[src/rtl/uart_tx.sv]
`timescale 1ns/1ps
// ---------------------------------------------------------------------------
// uart_tx -- 8N1 UART transmitter.
//
// Serialises one byte per request: 1 start bit (low), 8 data bits LSB first,
// 1 stop bit (high), no parity. Each bit lasts CLKS_PER_BIT clock cycles,
// where CLKS_PER_BIT = clock frequency / baud rate (must be >= 2).
//
// Ports:
//   i_Clock     system clock, all state on the rising edge
//   i_Reset     asynchronous active-high reset
//   i_TX_DV     request strobe, only looked at while idle
//   i_TX_Byte   byte to send, captured on the accepting edge
//   o_TX_Serial serial line to the pin, idles high (registered)
//   o_TX_Active high from start bit through stop bit (registered)
//   o_TX_Done   one-cycle pulse after the stop bit completes (registered)
// ---------------------------------------------------------------------------
module uart_tx #(
  parameter int CLKS_PER_BIT = 217
) (
  input  logic       i_Clock,
  input  logic       i_Reset,
  input  logic       i_TX_DV,
  input  logic [7:0] i_TX_Byte,
  output logic       o_TX_Serial,
  output logic       o_TX_Active,
  output logic       o_TX_Done
);

  // Counter only ever needs to reach CLKS_PER_BIT-1.
  localparam int CNT_W = (CLKS_PER_BIT > 2) ? $clog2(CLKS_PER_BIT) : 1;
  localparam logic [CNT_W-1:0] CNT_MAX = CNT_W'(CLKS_PER_BIT - 1);

  typedef enum logic [2:0] {
    IDLE         = 3'b000,
    TX_START_BIT = 3'b001,
    TX_DATA_BITS = 3'b010,
    TX_STOP_BIT  = 3'b011,
    CLEANUP      = 3'b100
  } state_t;

  state_t           state_q, state_d;
  logic [CNT_W-1:0] cnt_q, cnt_d;
  logic [2:0]       idx_q, idx_d;
  logic [7:0]       byte_q, byte_d;
  logic             ser_q, ser_d;
  logic             act_q, act_d;
  logic             done_q, done_d;

  logic             bit_end;
  logic [2:0]       idx_inc;

  assign bit_end = (cnt_q == CNT_MAX);
  assign idx_inc = idx_q + 3'd1;

  always_ff @(posedge i_Clock or posedge i_Reset) begin
    if (i_Reset) begin
      state_q <= IDLE;
      cnt_q   <= '0;
      idx_q   <= '0;
      byte_q  <= '0;
      ser_q   <= 1'b1;
      act_q   <= 1'b0;
      done_q  <= 1'b0;
    end else begin
      state_q <= state_d;
      cnt_q   <= cnt_d;
      idx_q   <= idx_d;
      byte_q  <= byte_d;
      ser_q   <= ser_d;
      act_q   <= act_d;
      done_q  <= done_d;
    end
  end

  // Next-state logic. The outputs are computed one edge ahead so that the
  // next bit value appears on the same edge the counter wraps.
  always_comb begin
    state_d = state_q;
    cnt_d   = cnt_q;
    idx_d   = idx_q;
    byte_d  = byte_q;
    ser_d   = ser_q;
    act_d   = act_q;
    done_d  = 1'b0;

    case (state_q)
      IDLE: begin
        ser_d = 1'b1;
        cnt_d = '0;
        idx_d = '0;
        act_d = 1'b0;
        if (i_TX_DV) begin
          byte_d  = i_TX_Byte;
          ser_d   = 1'b0;
          act_d   = 1'b1;
          state_d = TX_START_BIT;
        end
      end

      TX_START_BIT: begin
        if (bit_end) begin
          cnt_d   = '0;
          ser_d   = byte_q[0];
          idx_d   = '0;
          state_d = TX_DATA_BITS;
        end else begin
          cnt_d = cnt_q + CNT_W'(1);
        end
      end

      TX_DATA_BITS: begin
        if (bit_end) begin
          cnt_d = '0;
          if (idx_q == 3'd7) begin
            ser_d   = 1'b1;
            idx_d   = '0;
            state_d = TX_STOP_BIT;
          end else begin
            idx_d = idx_inc;
            ser_d = byte_q[idx_inc];
          end
        end else begin
          cnt_d = cnt_q + CNT_W'(1);
        end
      end

      TX_STOP_BIT: begin
        if (bit_end) begin
          cnt_d   = '0;
          done_d  = 1'b1;
          act_d   = 1'b0;
          state_d = CLEANUP;
        end else begin
          cnt_d = cnt_q + CNT_W'(1);
        end
      end

      CLEANUP: begin
        ser_d   = 1'b1;
        state_d = IDLE;
      end

      default: begin
        ser_d   = 1'b1;
        act_d   = 1'b0;
        cnt_d   = '0;
        idx_d   = '0;
        state_d = IDLE;
      end
    endcase
  end

  assign o_TX_Serial = ser_q;
  assign o_TX_Active = act_q;
  assign o_TX_Done   = done_q;

endmodule
[config.mk]
export PLATFORM = sky130hd
export DESIGN_NAME = uart_tx
export DESIGN_NICKNAME = d
export VERILOG_FILES = /design/src/rtl/uart_tx.sv
export SDC_FILE = /design/constraint.sdc
export NUM_CORES = 1
export LEC_CHECK = 0
export BUFFER_PORTS_ARGS = -buffer_cell sky130_fd_sc_hd__buf_2
export CORE_ASPECT_RATIO = 0.75
export CORE_MARGIN = 2
export CORE_UTILIZATION = 50
export DETAILED_ROUTE_END_ITERATION = 7
export GPL_TIMING_DRIVEN = 0
export PLACE_DENSITY_LB_ADDON = 0.1
export SLEW_MARGIN = 20
export SYNTH_ARGS = -nofsm -noshare
export SYNTH_HDL_FRONTEND = slang
export SYNTH_SLANG_ARGS = --single-unit
[constraint.sdc]
create_clock -name i_Clock -period 2.1 [get_ports i_Clock]
set_input_delay 0.42 -clock i_Clock [delete_from_list [all_inputs] [get_ports i_Clock]]
set_output_delay 0.42 -clock i_Clock [all_outputs]
set_load 0.05 [all_outputs]
=== Word-level counts from Yosys, hierarchy flattened ===
Index checks and enable logic that the tools add are counted.

* Input port bits: 11
* Logic and storage cells: 57
* Register bits after elaboration: 25

* $add $sub $neg: 2
* Bitwise operators: 3
* Magnitude comparators: 1
* Eq/ne operators: 11
* Reduce and logical (&&, ||, !) cells: 9
* Muxes and demuxes: 24

{| class="wikitable"
|+ Operators by type and width
! cell !! count
|-
| $mux 3 || 8
|-
| $pmux 8 s2 || 1
|-
| $pmux 3 s4 || 1
|-
| $ne 2x2->1 const B || 5
|-
| $mux 1 || 9
|-
| $pmux 3 s3 || 1
|-
| $add 8x1->8 const B || 1
|-
| $eq 8x8->1 const B || 1
|-
| $mux 8 || 1
|-
| $eq 3x2->1 const B || 2
|-
| $eq 3x3->1 const B || 2
|-
| $reduce_and 3->1 || 2
|-
| $reduce_or 3->1 || 2
|-
| $reduce_and 5->1 || 1
|-
| $lt 3x4->1 const B || 1
|-
| $pmux 1 s4 || 1
|-
| $reduce_and 2->1 || 2
|-
| $add 3x1->3 const B || 1
|-
| $bmux 1 s3 || 1
|-
| $eq 3x1->1 const B || 1
|-
| $logic_not 3->1 || 1
|-
| $not 1->1 || 3
|-
| $pmux 1 s3 || 1
|-
| $reduce_or 2->1 || 1
|}

=== Longest topological paths before layout ===
Gate-level depths: netlist of run 1.

* Depth after elaboration: 6
* Gate-level depth with buffers: 7
* Mapped depth without buffers: 6

=== Worst setup path before layout of run 1 ===
No wires, ideal clock.

* Kind: register -> register
* Start point: register cnt_q[0]
* End point: register cnt_q[7]
* Required time: 2.021 ns
* Period minus slack after synthesis: 1.593 ns
* Path slack: 0.507 ns
* Buffers on the path: 1
* Setup time: 0.079 ns
* Cell stages (with the launch flop): 8
* Arrival time: 1.513 ns
* Path through: dfrtp_1 > inv_1 > ha_1 > and3b_1 > a211o_1 > buf_6 > or2_1 > mux2i_1

* Longest elaborated chain between the ends: 3

{| class="wikitable"
|+ Ends and longest elaborated chain
! item !! line !! text
|-
| start: declaration || 43 || <nowiki>logic [CNT_W-1:0] cnt_q, cnt_d;</nowiki>
|-
| start signal: assignment || 67 || <nowiki>cnt_q <= cnt_d;</nowiki>
|-
| $add 8x1->8 / $eq 8x8->1 (equally long branches) || n/a ||
|-
| $mux 8 * || 102, 113, 129 ||
|-
| $pmux 8 s2 * || 87 || <nowiki>case (state_q)</nowiki>
|}

Mark *: on every way between the ends. The rest lies on a longest branch, timed or not.
A chain may end at the register's enable or synchronous reset.

=== Final worst setup path of run 1 ===
* Start point: register cnt_q[0]
* End point: register ser_q (netlist: o_TX_Serial)

* Longest elaborated chain between the ends: 3

{| class="wikitable"
|+ Ends and longest elaborated chain
! item !! line !! text
|-
| $eq 8x8->1 * || 53 || <nowiki>assign bit_end = (cnt_q == CNT_MAX);</nowiki>
|-
| $ne 2x2->1 (no line) || n/a ||
|-
| $reduce_and 3->1 (no line) * || n/a ||
|-
| end signal: assignment || 70 || <nowiki>ser_q <= ser_d;</nowiki>
|-
| end: declaration || 46 || <nowiki>logic ser_q, ser_d;</nowiki>
|}

Marks and branches as above.

==> results of run 1 <==
==> area by class of cell <==
| type | instances | area [um2] |
|---|---|---|
| plain buffers | 5 | 27.53 |
| clock buffers | 4 | 26.28 |
| fillers | 255 | 1101 |
| inverters | 6 | 22.52 |
| multi-input cells | 86 | 648.1 |
| flip-flops and latches | 25 | 626.9 |
| well taps | 36 | 45.04 |
| repair buffers | 13 | 65.06 |
==> layout by cell type, fill, tap and decap left out, types with 2 or more instances in the layout <==
| cell | count |
|---|---|
| a22o_1 | 2 |
| nor2_1 | 4 |
| o21ai_0 | 9 |
| inv_1 | 6 |
| a21oi_1 | 7 |
| mux2_2 | 8 |
| dfrtp_1 | 24 |
| ha_1 | 4 |
| and3_2 | 2 |
| clkbuf_1 | 4 |
| nand3_1 | 6 |
| clkbuf_4 | 3 |
| nor2b_1 | 4 |
| nor3_1 | 3 |
| mux2i_1 | 3 |
| buf_2 | 14 |
| nand2_1 | 5 |
| nand2b_1 | 3 |
==> synth_stat cells, types with 2 or more instances <==
cell type and number:
and3_2 2, o21ai_0 9, ha_1 4, clkbuf_1 3
nand2b_1 3, nor2_1 4, mux2i_1 3, a22o_1 2
inv_1 6, nand2_1 5, mux2_2 8, nor3_1 3
nand3_1 6, dfrtp_1 24, a21oi_1 7, nor2b_1 4
==> worst paths after layout <==
path                                    end  slack, ps  cells after the start
min in group i_Clock              byte_q[2]        320                      2
worst max-delay path            o_TX_Serial        200                      6
worst max register to register  o_TX_Serial        200                      6
worst min register to register     cnt_q[7]        490                      1
max in group asynchronous         byte_q[5]       1230                      2
worst min-delay path               idx_q[2]        280                      2
==> flip-flops by register name (all words and copies together) (netlist names) <==
| signal | count |
|---|---|
| byte_q | 8 |
| idx_q | 3 |
| o_TX_Serial | 1 |
| o_TX_Active | 1 |
| state_q | 3 |
| o_TX_Done | 1 |
| cnt_q | 8 |
==> routing by layer <==
metal	global-route usage	vias up	part of all wire
li1	-	480	-
met1	0.2715	477	0.51
met2	0.2719	23	0.44
met3	0.04884	2	0.049
met4	0.01087	0	0.0040
met5	0	-	0
==> through the flow <==
step           area, um2  total power [mW]  hold WS [ps]  cells
6_report            1461            0.7400         285.0    175
5_1_grt             1461            0.7744         307.2    175
4_1_cts             1461            0.7482         313.5    175
3_5_place_dp        1435            0.5350         483.1    171
3_3_place_gp        1435            0.5333         477.7    171
2_1_floorplan       1325            0.5200         446.6    122
==> kinds of logic (layout without fill, tap and decap cells) <==
group / count (synthesis) / after routing
AOI/OAI and AO/OA: 30 / 30
xor gates and xnor gates: 1 / 1
adders and majority gates: 4 / 4
buffers and inverters: 11 / 28
DFF: 25 / 25
muxes: 12 / 12
and+or+nand+nor: 39 / 39
==> worst max-delay path: cells and delay by family (launching register included) <==
| kind | cells | cell delay [ps] |
|---|---|---|
| AOI/OAI and AO/OA | 2 | 800 |
| buffers and inverters | 1 | 60 |
| and+or+nand+nor | 2 | 360 |
| DFF | 1 | 420 |
| adders and majority gates | 1 | 190 |
==> power breakdown <==
| part | internal, mW | switching, mW |
|---|---|---|
| combinational | 0.0159 | 0.0154 |
| sequential | 0.489 | 0.00429 |
| clock | 0.0743 | 0.141 |
==> results.json, run 1 <==
{
  "grt_pass1_vias": 938,
  "cp-startpoint": "cnt_q[0]",
  "worstSetupPathType": "reg -> reg",
  "syn-instance-count": 122,
  "root_buffer": "clkbuf_4",
  "slowest_stage": "a211oi_2",
  "fmax_mhz": 527.4,
  "finalSetupViolations": 0,
  "fin_crit_sh": 0.9030,
  "power_leakage_nw": 0.6613,
  "layout-drive-gt1-share": 0.2590,
  "initial_utilization": 0.5171,
  "final_nets": 155,
  "core_um2": 2562,
  "portBuffers": 13,
  "clockBufferDepth": 2,
  "cts_resized": 0,
  "synth_top_family_by_area": "simple AND/OR/NAND/NOR gates",
  "dieArea_um2": 3082,
  "synthAdderAreaFrac": 0.03777,
  "drc_errors": 0,
  "yosysWarnings": 0,
  "syn2layout_area_growth_pct": 10.29,
  "worstSetupStartpointType": "flip-flop",
  "synth_compound_area_frac": 0.1520,
  "clkTransAtPathRegs_ps": 140,
  "setup_ws_ps": 203.8,
  "hp-class": "in -> async",
  "slowest_delay_ps": 620,
  "synth_cell_types": 45,
  "maxCapViolCount": 0,
  "hold_viol": 0,
  "synth-seq-cells": 25,
  "cts_setup_buffers": 0,
  "relSlewSlack": 0.3679,
  "critPathCaptureType": "flip-flop",
  "syn_nets": 137,
  "place.gp.congestion": 0.8375,
  "ctsHoldBuffers": 0,
  "via_per_inst": 5.611,
  "cp_cell_sequence": "inv_1 > ha_1 > and3b_1 > a211oi_2 > nor3_1 > a31oi_1",
  "synth.area.top_cells": "dfrtp_1 (45%), mux2_2 (6.8%), ha_1 (3.8%)",
  "fin_crit_ps": 1896,
  "row_count": 16,
  "post-place-ws_ps": 239.6,
  "avgRoutedWirePerCell_um": 14.42,
  "diodes": 0,
  "drt_iter0_markers": 45,
  "yosysSeqAreaShare": 0.4731,
  "ir_drop_uv": 351.5,
  "clk_latency_ps": 320,
  "yosysTopAreaCell": "dfrtp_1",
  "drt-pass1-iter-count": 6,
  "hpwl_mm": 1.869,
  "antenna_found_initial": 0,
  "gr-usage-all-layers": 0.1794,
  "wl_mm": 2.523,
  "grt_pass1_wl_mm": 4.381,
  "synthSimpleGateAreaFrac": 0.1851,
  "setup_tns_ps": 0,
  "io_pins": 14,
  "synth-xor-area-share": 0.006610,
  "reg2reg_from": "cnt_q[0]",
  "crit_path_max_fanout": 10,
  "ant_nets": 0,
  "async_reset_ff_frac": 1.000,
  "status": "finished clean",
  "grt_max_degree": 26,
  "h-tree-depth": 1,
  "required_ps": 2340,
  "grt_overflow_total": 0,
  "synthFlopType": "dfrtp_1",
  "dr_total_vias": 982,
  "synth_edf_count": 0,
  "tightest_slew_ps": 947.0,
  "die_y_um": 48.58,
  "drv_slew": 0,
  "cts_num_sinks": 25,
  "synth_area_um2": 1325,
  "yosys.area.top_type_share": 0.4533,
  "skew_ps": 13.02,
  "cts-buffers-inserted": 3,
  "fp.dieW_um": 63.44,
  "avgSynthCellArea_um2": 10.86,
  "cts_tree": "done",
  "finalCoreUtilization": 0.5703,
  "cp.arrival_ps": 2140,
  "rsz0062_at_grt": "no",
  "synth_mux_area_frac": 0.1076,
  "p_per_area_nw_per_um2": 506.4
}
Note: power is estimated with default switching activity, not from simulation.
==> run 2, diff against run 1 <==
CTS_BUF_LIST = sky130_fd_sc_hd__clkbuf_4 sky130_fd_sc_hd__clkbuf_8   (was default)
==> results.json, run 2 (synthesized netlist as in run 1, its figures left out) <==
{
  "status": "finished clean",
  "ant_nets": 0,
  "final_nets": 155,
  "grt_pass1_wl_mm": 4.381,
  "slowest_delay_ps": 610,
  "ctsHoldBuffers": 0,
  "met3_usage": 0.04884,
  "p_per_area_nw_per_um2": 513.7,
  "h-tree-depth": 1,
  "fp.dieW_um": 63.44,
  "place.gp.congestion": 0.8375,
  "whs_ps": 280.9,
  "total_power_mw": 0.7526,
  "p_seq_frac": 0.656,
  "drt-pass1-iter-count": 4,
  "io_pins": 14,
  "via_per_inst": 5.543,
  "rsz0062_at_grt": "no",
  "cts-buffers-inserted": 3,
  "final_cell_count_no_fill": 175,
  "die_y_um": 48.58,
  "cp.arrival_ps": 2150,
  "required_ps": 2340,
  "grt_use_met1": 0.2715,
  "hp-class": "in -> async",
  "wl_mm": 2.522,
  "sw_frac_of_total": 0.2129,
  "nFillCells": 253,
  "fin_crit_ps": 1909,
  "drt_iter0_markers": 47,
  "drv_slew": 0,
  "row_count": 16,
  "root_buffer": "clkbuf_4",
  "worstSetupStartpointType": "flip-flop",
  "cts_num_sinks": 25,
  "finalSetupViolations": 0,
  "tightest_slew_ps": 933.7,
  "layout-drive-gt1-share": 0.2662,
  "grt_pass1_vias": 938,
  "syn2layout_area_growth_pct": 10.58,
  "critPathCaptureType": "flip-flop",
  "grt_max_degree": 26,
  "gr-usage-all-layers": 0.1794,
  "met2_usage": 0.2719,
  "p_comb_frac": 0.041,
  "fmax_mhz": 523.9,
  "top_usage_layer": "met2",
  "crit_path_max_fanout": 10,
  "dp.cells": 171,
  "antenna_found_initial": 0,
  "intPower_mw": 0.5924,
  "core_um2": 2562,
  "hpwl_mm": 1.869,
  "cts_tree": "done",
  "clockBufferDepth": 2,
  "clk_latency_ps": 320,
  "dr_total_vias": 970,
  "reg.largest.list": "byte_q (8), cnt_q (8)",
  "dieArea_um2": 3082,
  "cp_cell_sequence": "inv_1 > ha_1 > and3b_1 > a211oi_2 > nor3_1 > a31oi_1",
  "cts_resized": 0,
  "initial_utilization": 0.5171,
  "p_sw_mw": 0.1602,
  "skew_ps": 8.789,
  "slowest_stage": "a211oi_2",
  "ir_drop_uv": 355.1,
  "setup_tns_ps": 0,
  "layout_commonest_cell": "dfrtp_1",
  "power_frac_clock": 0.303,
  "clkTransAtPathRegs_ps": 140,
  "power_leakage_nw": 0.6647,
  "fin_crit_sh": 0.9089,
  "cts_setup_buffers": 0,
  "final_cell_mix": "dfrtp_1 (24), buf_2 (14), o21ai_0 (9)",
  "drc_errors": 0,
  "relSlewSlack": 0.3769,
  "worstSetupPathType": "reg -> reg",
  "hold_viol": 0,
  "avgRoutedWirePerCell_um": 14.41,
  "portBuffers": 13,
  "maxCapViolCount": 0,
  "diodes": 0,
  "finalCoreUtilization": 0.5718,
  "grt_overflow_total": 0
}
==> run 2: power groups by stage <==
stage | Combinational (mW) | Clock (mW) | Sequential, mW
6_report | 0.0311 | 0.228 | 0.493
5_1_grt | 0.0355 | 0.257 | 0.495
4_1_cts | 0.0324 | 0.235 | 0.494
3_5_place_dp | 0.0323 | 0 | 0.503
3_3_place_gp | 0.0312 | 0 | 0.502
2_1_floorplan | 0.0190 | 0 | 0.501
==> run 2: per-layer routing <==
metal / vias up / share of wire
met2: 15 / 0.43
met3: 2 / 0.042
met1: 473 / 0.53
met5: - / 0
li1: 480 / -
met4: 0 / 0.0040
==> run 2: through the flow <==
step / setup slack (ps) / instance area [um2]
3_3_place_gp: 234.9 / 1435
5_1_grt: 65.17 / 1465
3_5_place_dp: 239.6 / 1435
2_1_floorplan: 507.4 / 1325
6_report: 191.3 / 1465
4_1_cts: 198.1 / 1465
==> run 2: layout make-up <==
cell class	count	area, um2	area share
repair buffers	13	65.06	0.04441
inverters	6	22.52	0.01537
plain buffers	5	27.53	0.01879
well taps	36	45.04	0.03074
clock buffers	4	30.03	0.02050
flip-flops and latches	25	626.9	0.4278
multi-input cells	86	648.1	0.4424
==> run 2: critical path: cells and delay by family (launching register included) <==
kind | cells | cell delay [ps]
DFF | 1 | 420
adders and majority gates | 1 | 190
AOI/OAI and AO/OA | 2 | 800
buffers and inverters | 1 | 60
and+or+nand+nor | 2 | 370
==> run 2: worst paths after layout <==
kind,start,endpoint,slack (ps),cells past startpoint
worst min-delay path,i_Reset,idx_q[2],280,2
worst max-delay path,cnt_q[0],o_TX_Serial,190,6
min in group i_Clock,i_TX_Byte[2],byte_q[2],320,2
worst max register to register,cnt_q[0],o_TX_Serial,190,6
max in group asynchronous,i_Reset,byte_q[5],1250,2
worst min register to register,cnt_q[7],cnt_q[7],490,1
